<file path="src/rtl/muldiv_sched_if.sv">
// ---------------------------------------------------------------------------
// muldiv_sched_if
// Handshake and data bundle between the EX stage (master) and the HI/LO
// multiply/divide scheduler (slave).
//   op_valid/op_code/src_a/src_b : instruction issued by EX
//   stall_ex                     : EX is held downstream; result must persist
//   annul                        : flush, abandon the current operation
//   stallreq/busy                : scheduler status back to EX
//   hilo_we/hi_wdata/lo_wdata    : HI/LO write presented to EX
//   div_by_zero                  : divisor was zero (valid with hilo_we)
// ---------------------------------------------------------------------------
interface muldiv_sched_if;
  logic        op_valid;
  logic [2:0]  op_code;
  logic [31:0] src_a;
  logic [31:0] src_b;
  logic        stall_ex;
  logic        annul;
  logic        stallreq;
  logic        busy;
  logic        hilo_we;
  logic [31:0] hi_wdata;
  logic [31:0] lo_wdata;
  logic        div_by_zero;

  modport master (
    output op_valid, op_code, src_a, src_b, stall_ex, annul,
    input  stallreq, busy, hilo_we, hi_wdata, lo_wdata, div_by_zero
  );

  modport slave (
    input  op_valid, op_code, src_a, src_b, stall_ex, annul,
    output stallreq, busy, hilo_we, hi_wdata, lo_wdata, div_by_zero
  );
endinterface

</file>
<file path="src/rtl/muldiv_sched.sv">
// ---------------------------------------------------------------------------
// muldiv_sched
// Multi-cycle HI/LO arithmetic scheduler for the EX stage. Runs mult/multu
// through a MUL_LAT-stage product pipe and div/divu through a 32-iteration
// restoring divider, stalling the pipeline until the HI/LO write is ready.
// Ports:
//   clk  : clock, all state updates on posedge
//   rst  : synchronous active-high reset, highest priority
//   bus  : muldiv_sched_if.slave (operation in, stall/status/result out)
// ---------------------------------------------------------------------------
module muldiv_sched #(
  parameter int unsigned MUL_LAT = 2
) (
  input  logic           clk,
  input  logic           rst,
  muldiv_sched_if.slave  bus
);

  typedef enum logic [1:0] {S_IDLE, S_MUL, S_DIV, S_DONE} state_e;

  localparam logic [2:0] OP_MULT  = 3'd1;
  localparam logic [2:0] OP_MULTU = 3'd2;
  localparam logic [2:0] OP_DIV   = 3'd3;
  localparam logic [2:0] OP_DIVU  = 3'd4;
  localparam int unsigned PIPE_N  = (MUL_LAT > 1) ? MUL_LAT - 1 : 1;

  state_e      r_state;
  logic [5:0]  r_count;
  logic [31:0] r_a;        // multiplicand, or dividend magnitude shifting into quotient
  logic [31:0] r_b;        // multiplier, or divisor magnitude
  logic [31:0] r_rem;      // divider partial remainder
  logic        r_signed;
  logic        r_neg_q;
  logic        r_neg_r;
  logic [31:0] r_hi;
  logic [31:0] r_lo;
  logic        r_dbz;
  logic [63:0] r_pipe [PIPE_N];

  // ---- issue decode (only meaningful in IDLE) ----
  logic        w_legal, w_trigger, w_is_mul, w_is_signed;
  logic [31:0] w_abs_a, w_abs_b;

  assign w_legal     = bus.op_code inside {OP_MULT, OP_MULTU, OP_DIV, OP_DIVU};
  assign w_trigger   = bus.op_valid & w_legal & ~bus.annul;
  assign w_is_mul    = (bus.op_code == OP_MULT) | (bus.op_code == OP_MULTU);
  assign w_is_signed = (bus.op_code == OP_MULT) | (bus.op_code == OP_DIV);
  // 0x8000_0000 negates to itself, which is the correct unsigned magnitude.
  assign w_abs_a     = (w_is_signed & bus.src_a[31]) ? -bus.src_a : bus.src_a;
  assign w_abs_b     = (w_is_signed & bus.src_b[31]) ? -bus.src_b : bus.src_b;

  // ---- multiplier: extend to 64 bits so one unsigned multiply serves both ----
  logic [63:0] w_mul_a, w_mul_b, w_prod;
  logic [63:0] w_stage [MUL_LAT];

  assign w_mul_a = r_signed ? {{32{r_a[31]}}, r_a} : {32'b0, r_a};
  assign w_mul_b = r_signed ? {{32{r_b[31]}}, r_b} : {32'b0, r_b};
  assign w_prod  = w_mul_a * w_mul_b;

  // w_stage[k] is the product after k registers; the final register is r_hi/r_lo.
  // NOTE: every variable assigned in always_comb gets a value on every path,
  // otherwise synthesis infers a latch.
  always_comb begin
    w_stage[0] = w_prod;
    for (int i = 1; i < MUL_LAT; i++) w_stage[i] = r_pipe[i-1];
  end

  // NOTE: the product pipe is reset along with the other operand/result state
  // so nothing in the block powers up as X.
  always_ff @(posedge clk) begin
    if (rst) begin
      for (int i = 0; i < PIPE_N; i++) r_pipe[i] <= '0;
    end else begin
      for (int i = 0; i < PIPE_N; i++) r_pipe[i] <= w_stage[i];
    end
  end

  // ---- divider: one restoring step per cycle ----
  logic [32:0] w_shift;    // partial remainder with next dividend bit shifted in
  logic [33:0] w_diff;     // trial subtract, bit 33 is the borrow
  logic        w_fits;
  logic [31:0] w_rem_next, w_q_next;

  assign w_shift    = {r_rem, r_a[31]};
  assign w_diff     = {1'b0, w_shift} - {2'b0, r_b};
  assign w_fits     = ~w_diff[33];
  assign w_rem_next = w_fits ? w_diff[31:0] : w_shift[31:0];
  assign w_q_next   = {r_a[30:0], w_fits};

  // ---- control FSM ----
  // NOTE: sequential state uses non-blocking assignments so every register
  // samples pre-edge values regardless of statement order.
  always_ff @(posedge clk) begin
    if (rst) begin
      r_state  <= S_IDLE;
      r_count  <= '0;
      r_a      <= '0;
      r_b      <= '0;
      r_rem    <= '0;
      r_signed <= 1'b0;
      r_neg_q  <= 1'b0;
      r_neg_r  <= 1'b0;
      r_hi     <= '0;
      r_lo     <= '0;
      r_dbz    <= 1'b0;
    end else if (bus.annul) begin
      r_state <= S_IDLE;
      r_count <= '0;
    end else begin
      unique case (r_state)
        S_IDLE: begin
          if (w_trigger) begin
            r_a      <= w_is_mul ? bus.src_a : w_abs_a;
            r_b      <= w_is_mul ? bus.src_b : w_abs_b;
            r_signed <= w_is_signed;
            r_neg_q  <= w_is_signed & (bus.src_a[31] ^ bus.src_b[31]);
            r_neg_r  <= w_is_signed & bus.src_a[31];
            r_rem    <= '0;
            r_dbz    <= 1'b0;
            if (w_is_mul) begin
              r_state <= S_MUL;
              r_count <= 6'd1;
            end else if (bus.src_b == '0) begin
              r_state <= S_DONE;
              r_hi    <= bus.src_a;
              r_lo    <= 32'hFFFF_FFFF;
              r_dbz   <= 1'b1;
            end else begin
              r_state <= S_DIV;
              r_count <= 6'd1;
            end
          end
        end
        S_MUL: begin
          if (r_count == 6'(MUL_LAT)) begin
            r_hi    <= w_stage[MUL_LAT-1][63:32];
            r_lo    <= w_stage[MUL_LAT-1][31:0];
            r_state <= S_DONE;
            r_count <= '0;
          end else begin
            r_count <= r_count + 6'd1;
          end
        end
        S_DIV: begin
          r_a   <= w_q_next;
          r_rem <= w_rem_next;
          if (r_count == 6'd32) begin
            // Sign fix-up; the 0x8000_0000 / -1 overflow wraps naturally.
            r_lo    <= r_neg_q ? -w_q_next : w_q_next;
            r_hi    <= r_neg_r ? -w_rem_next : w_rem_next;
            r_state <= S_DONE;
            r_count <= '0;
          end else begin
            r_count <= r_count + 6'd1;
          end
        end
        S_DONE: begin
          if (!bus.stall_ex) r_state <= S_IDLE;
        end
        default: r_state <= S_IDLE;
      endcase
    end
  end

  // ---- outputs ----
  // Stall covers the accept cycle too, so EX holds before the operands change.
  assign bus.stallreq    = ~rst & ~bus.annul &
                           (((r_state == S_IDLE) & w_trigger) |
                            (r_state == S_MUL) | (r_state == S_DIV));
  assign bus.hilo_we     = ~rst & ~bus.annul & (r_state == S_DONE);
  assign bus.busy        = (r_state != S_IDLE);
  assign bus.hi_wdata    = r_hi;
  assign bus.lo_wdata    = r_lo;
  assign bus.div_by_zero = r_dbz;

endmodule

</file>
<file path="src/flat_wrapper.sv">
// flat-port wrapper written by rule: the top's interface ports become plain ports
module muldiv_sched_flat 
#(
  parameter int unsigned MUL_LAT = 2
)
  (clk, rst, bus_op_valid, bus_op_code, bus_src_a, bus_src_b, bus_stall_ex, bus_annul, bus_stallreq, bus_busy, bus_hilo_we, bus_hi_wdata, bus_lo_wdata, bus_div_by_zero);
  muldiv_sched_if bus_i ();
  input  logic clk;
  input  logic rst;
  input wire logic [$bits(bus_i.op_valid)-1:0] bus_op_valid;
  input wire logic [$bits(bus_i.op_code)-1:0] bus_op_code;
  input wire logic [$bits(bus_i.src_a)-1:0] bus_src_a;
  input wire logic [$bits(bus_i.src_b)-1:0] bus_src_b;
  input wire logic [$bits(bus_i.stall_ex)-1:0] bus_stall_ex;
  input wire logic [$bits(bus_i.annul)-1:0] bus_annul;
  output wire logic [$bits(bus_i.stallreq)-1:0] bus_stallreq;
  output wire logic [$bits(bus_i.busy)-1:0] bus_busy;
  output wire logic [$bits(bus_i.hilo_we)-1:0] bus_hilo_we;
  output wire logic [$bits(bus_i.hi_wdata)-1:0] bus_hi_wdata;
  output wire logic [$bits(bus_i.lo_wdata)-1:0] bus_lo_wdata;
  output wire logic [$bits(bus_i.div_by_zero)-1:0] bus_div_by_zero;
  assign bus_i.op_valid = bus_op_valid;
  assign bus_i.op_code = bus_op_code;
  assign bus_i.src_a = bus_src_a;
  assign bus_i.src_b = bus_src_b;
  assign bus_i.stall_ex = bus_stall_ex;
  assign bus_i.annul = bus_annul;
  assign bus_stallreq = bus_i.stallreq;
  assign bus_busy = bus_i.busy;
  assign bus_hilo_we = bus_i.hilo_we;
  assign bus_hi_wdata = bus_i.hi_wdata;
  assign bus_lo_wdata = bus_i.lo_wdata;
  assign bus_div_by_zero = bus_i.div_by_zero;
  muldiv_sched #(.MUL_LAT(MUL_LAT)) u_core (.clk(clk), .rst(rst), .bus(bus_i));
endmodule
</file>
<file path="config.mk">
export PLATFORM = sky130hd
export DESIGN_NAME = muldiv_sched_flat
export DESIGN_NICKNAME = d
export VERILOG_FILES = /design/src/rtl/muldiv_sched_if.sv /design/src/rtl/muldiv_sched.sv /design/src/flat_wrapper.sv
export SDC_FILE = /design/constraint.sdc
export NUM_CORES = 2
export LEC_CHECK = 0
export CAP_MARGIN = 20
export CORE_MARGIN = 2
export CORE_UTILIZATION = 55
export DETAILED_ROUTE_END_ITERATION = 16
export PLACE_DENSITY_LB_ADDON = 0.2
export SYNTH_ARGS = -nofsm -noshare
export SYNTH_HDL_FRONTEND = slang
export SYNTH_SLANG_ARGS = --single-unit
</file>
<file path="constraint.sdc">
create_clock -name clk -period 19.6 [get_ports clk]
set_input_delay 4.9 -clock clk [delete_from_list [all_inputs] [get_ports clk]]
set_output_delay 4.9 -clock clk [all_outputs]
set_load 0.05 [all_outputs]
</file>
==> impl.org <==
** Synth
- Primary FF master, synth :: sky130_fd_sc_hd__dfxtp_1
- Library cell with the highest instance count after synthesis :: sky130_fd_sc_hd__inv_1
- In this run, synthesis produced a sequential element count of 236.
- By count the netlist is led by 1600 x sky130_fd_sc_hd__inv_1, 1419 x sky130_fd_sc_hd__fa_1, 791 x sky130_fd_sc_hd__nand2_1.
- Averaged over all synthesized cells, the footprint is 8.85 sq um.
- Synth top area share :: 0.459
- The synthesized netlist occupies a cell area of 0.0619 sq mm.
- Of all flip-flops after synthesis, the portion carrying an async set or reset was 0.
- Counting every net in the synthesized netlist gives 8838.
- Count of cell types in the netlist :: 97
- Summed over all instances, the cell type with the most area after synthesis is sky130_fd_sc_hd__fa_1.
- Total of warnings raised by yosys :: 0
- In this run, synthesis inferred 0 flip-flops with an integrated enable.
- Cell types occupying the most area after synthesis :: sky130_fd_sc_hd__fa_1 46%, sky130_fd_sc_hd__inv_1 9.7%, sky130_fd_sc_hd__dfxtp_1 7.6%
- Count of mapped cells out of synthesis :: between 6000 and 7000
- Portion of the post-synthesis area used by sequential elements :: 0.0764

** Timing
- The final hold violation count was 0.
- Final Critical Period :: 12970 ps
- Setup violations remaining at the end of the flow were counted as 0.
- Normalized max-slew margin :: 0.165
- After routing, the total negative slack on setup checks comes to 0 ps.
- Worst setup slack after layout :: 6630 ps
- The number of max-slew violations in the final report was 0.
- Dividing the final minimum period by the clock period gives 0.662.
- Setup repair after global routing left no endpoint under its margin.
- Clock skew on the completed layout was measured at 18.0 ps.
- Highest clock rate :: 0.0771 GHz
- For the pin with the worst max-slew slack, the measured transition is 1220 ps.

** Routing
- Once detail routing completed, the nets flagged for antenna violations numbered 0.
- Wire length on met1 :: 74.4 mm
- Met2 wire len :: 90.4 mm
- DR DRC count :: 0
- After detailed routing, no signal wire sits above met4.
- DR WL/cell :: 22.9 microns
- Vias per cell :: 5.69
- Violation count after the first detailed-routing iteration :: 3896
- Summed over all layers, the routed wires come to 193 mm.
- Total iterations of the first detailed-routing run :: 6
- Summing over every cut layer, the via total after detailed routing is between 40000 and 50000.
- Wire segments on met3 add up to 16.7 mm in the final route.

** Placed design
- Worst-case setup slack after placement :: approximately 6600 ps
- Detailed placement ended at an HPWL of 152 mm.
- After detailed placement, the total cell area comes to approximately 0.064 sq mm.
- At the end of routability-driven placement, the weighted congestion stood at 0.955.
- IO Port Bufs :: 139

** Setup path
- Data arrives at the worst endpoint at 8070 ps.
- At the worst endpoint, the required time is 14700 ps.
- Maximum fanout encountered on the critical timing path :: 58
- STA classifies the critical path startpoint as a primary input.
- Worst Setup End Kind :: primary output
- Crit path kind :: primary input to primary output

** Final layout
- Number of filler instances in the final layout :: 10200
- Layout Nets :: 8724
- Proportion of layout cells with a drive suffix above 1 :: 0.0290
- The finished cells cover 0.0654 sq mm.
- Area grow syn2layout :: 5.76%

** Power and ir drop
- Dividing total power by cell area gives a power density of 27.1 mW/mm^2.
- Of the total power, registers draw 0.304.
- Net Switching :: 0.734 mW
- Relative contribution of combinational cells to total power :: 0.387
- IR analysis of the VDD net gives a maximum drop of approximately 68 uV.
- Clock power share :: 0.309
- Of the total power, the share spent switching nets is 0.414.
- Leak pwr :: 32.5 nW
- P_int :: 1.04 mW
- Final Power :: ~1.8 mW

** Global routing
- Maximum number of pins on one net before global-route repair :: between 80 and 90
- The first global-routing pass estimated 301 mm of wire.
- The total overflow left after global routing is 0.
- Initial antenna violation count :: 8
- Across every metal layer, demand over resource in global routing totals 0.344.
- The number of global-route vias before repair was 50300.

** CTS
- For the worst-skew pair, the clock arrives at the later sink with an insertion delay of 590 ps.
- Hold-fix buffer count after cts :: 0
- Post-cts gate resize count :: 0
- Clock-pin slew was measured on the worst setup and hold paths at 70 ps.
- CTS tree :: yes
- Root buffer cell :: sky130_fd_sc_hd__clkbuf_16
- Counting every sink on the clock net gives 236.
- CTS H-tree lvls :: 1
- Counting along the longest clock path gives a buffer depth of 3.
- Postcts setup bufs :: 0
- TritonCTS created 26 clock buffers.

** Die
- Number of placement rows :: 123
- Number of top-level pins :: 140
- Die Outline Area :: 0.115 sq mm
- In this run the vertical extent of the chip is 339 microns.
- Effective utilization at floorplan :: 0.552
- Core area :: 0.112 sq mm
- Die W :: roughly 340 microns

** Outcome
- The flow ran to the end, and the final reports show no timing, DRC or antenna violations.

** Job
- Max-capacitance violation count :: 0

** Hold path
- Path category of the worst min-delay check :: flop to flop
-- registers in the layout, indices dropped and copies added, names as in the netlist --
register	count
u_core.bus.lo_wdata	32
u_core.r_b	32
u_core.bus.hi_wdata	32
u_core.r_pipe	64
u_core.bus.div_by_zero	1
u_core.r_neg_r	1
u_core.r_rem	32
u_core.r_neg_q	1
u_core.r_count	6
u_core.r_signed	1
u_core.r_a	32
u_core.r_state	2
-- worst max-delay path, cell delays in order --
cell and delay (ps):
sky130_fd_sc_hd__clkdlybuf4s50_1 640, sky130_fd_sc_hd__nor4bb_1 690, sky130_fd_sc_hd__and2_2 250, sky130_fd_sc_hd__buf_4 520, sky130_fd_sc_hd__o31a_1 210, sky130_fd_sc_hd__clkdlybuf4s50_1 810
-- final timing paths --
| check | from | end | slack (ps) | cells after the start |
|---|---|---|---|---|
| max | bus_annul | bus_stallreq | 6630 | 6 |
| min | u_core.bus.hi_wdata[2]$_SDFFE_PP0P_ | u_core.bus.hi_wdata[2]$_SDFFE_PP0P_ | 460 | 2 |
| max reg2reg | u_core.r_a[16]$_SDFFE_PP0P_ | u_core.r_pipe[0][61]$_SDFF_PP0_ | 8350 | 31 |
| min reg2reg | u_core.bus.hi_wdata[2]$_SDFFE_PP0P_ | u_core.bus.hi_wdata[2]$_SDFFE_PP0P_ | 460 | 2 |
-- placed cells by master (no fill, tap or decap), types with 12 or more instances in the layout --
cell type / instances
sky130_fd_sc_hd__nand3_1: 41
sky130_fd_sc_hd__dfxtp_2: 14
sky130_fd_sc_hd__clkbuf_16: 26
sky130_fd_sc_hd__xnor2_1: 165
sky130_fd_sc_hd__a21oi_1: 210
sky130_fd_sc_hd__dfxtp_1: 222
sky130_fd_sc_hd__o31ai_1: 23
sky130_fd_sc_hd__nand2b_1: 18
sky130_fd_sc_hd__buf_4: 93
sky130_fd_sc_hd__fa_1: 1419
sky130_fd_sc_hd__inv_1: 1600
sky130_fd_sc_hd__nand2_1: 790
sky130_fd_sc_hd__a211oi_1: 47
sky130_fd_sc_hd__nor3_1: 81
sky130_fd_sc_hd__a311oi_1: 15
sky130_fd_sc_hd__a211o_1: 12
sky130_fd_sc_hd__o21a_1: 16
sky130_fd_sc_hd__nor2_1: 360
sky130_fd_sc_hd__o21bai_1: 13
sky130_fd_sc_hd__mux2i_1: 20
sky130_fd_sc_hd__nor4_1: 20
sky130_fd_sc_hd__a21o_1: 57
sky130_fd_sc_hd__nor2b_1: 13
sky130_fd_sc_hd__o21ai_0: 146
sky130_fd_sc_hd__xor2_1: 85
sky130_fd_sc_hd__a221oi_1: 33
sky130_fd_sc_hd__clkdlybuf4s50_1: 138
sky130_fd_sc_hd__and2_1: 517
sky130_fd_sc_hd__and3_1: 41
sky130_fd_sc_hd__or3_1: 25
sky130_fd_sc_hd__o211ai_1: 21
sky130_fd_sc_hd__nand4_1: 20
sky130_fd_sc_hd__o41ai_1: 18
sky130_fd_sc_hd__ha_1: 353
sky130_fd_sc_hd__a31oi_1: 40
-- per-stage QoR --
stage,instances,utilization,hold slack [ps]
floorplan,6991,-,457
global placement,8348,0.575,446
detailed placement,8348,0.575,450
CTS,8396,0.584,462
global route,8399,0.584,479
finish,8404,0.584,458
-- final cells by class --
class	count	area, sq um	area share
clock inverters	13	200	0.00306
repair buffers	233	2110	0.0323
inverters	1602	6010	0.0919
flip-flops and latches	236	4740	0.0725
well taps	1500	1880	0.0287
multi-input cells	4778	49700	0.760
diodes	7	17.5	0.000268
clock buffers	35	724	0.0111
-- cells by family after synthesis --
kind of cell / share of synthesized area
AOI/OAI and AO/OA: 0.0800
DFF: 0.0764
muxes: 0.00378
adders and majority gates: 0.531
xor gates and xnor gates: 0.0354
buffers and inverters: 0.120
and+or+nand+nor: 0.153
-- per-layer routing --
layer  track usage  vias up
met2         0.557     2063
met3        0.0640      450
li1              -    20700
met5             0        -
met4         0.157        0
met1         0.452    24600
-- power groups by stage --
stage	Sequential (mW)	Clock (mW)	Combinational (mW)
after floorplan	0.536	0	0.427
after global placement	0.548	0	0.664
after detailed placement	0.548	0	0.669
after CTS	0.538	0.553	0.676
after global routing	0.539	0.573	0.745
final	0.540	0.549	0.686
Power figures use the tool's default switching activity.
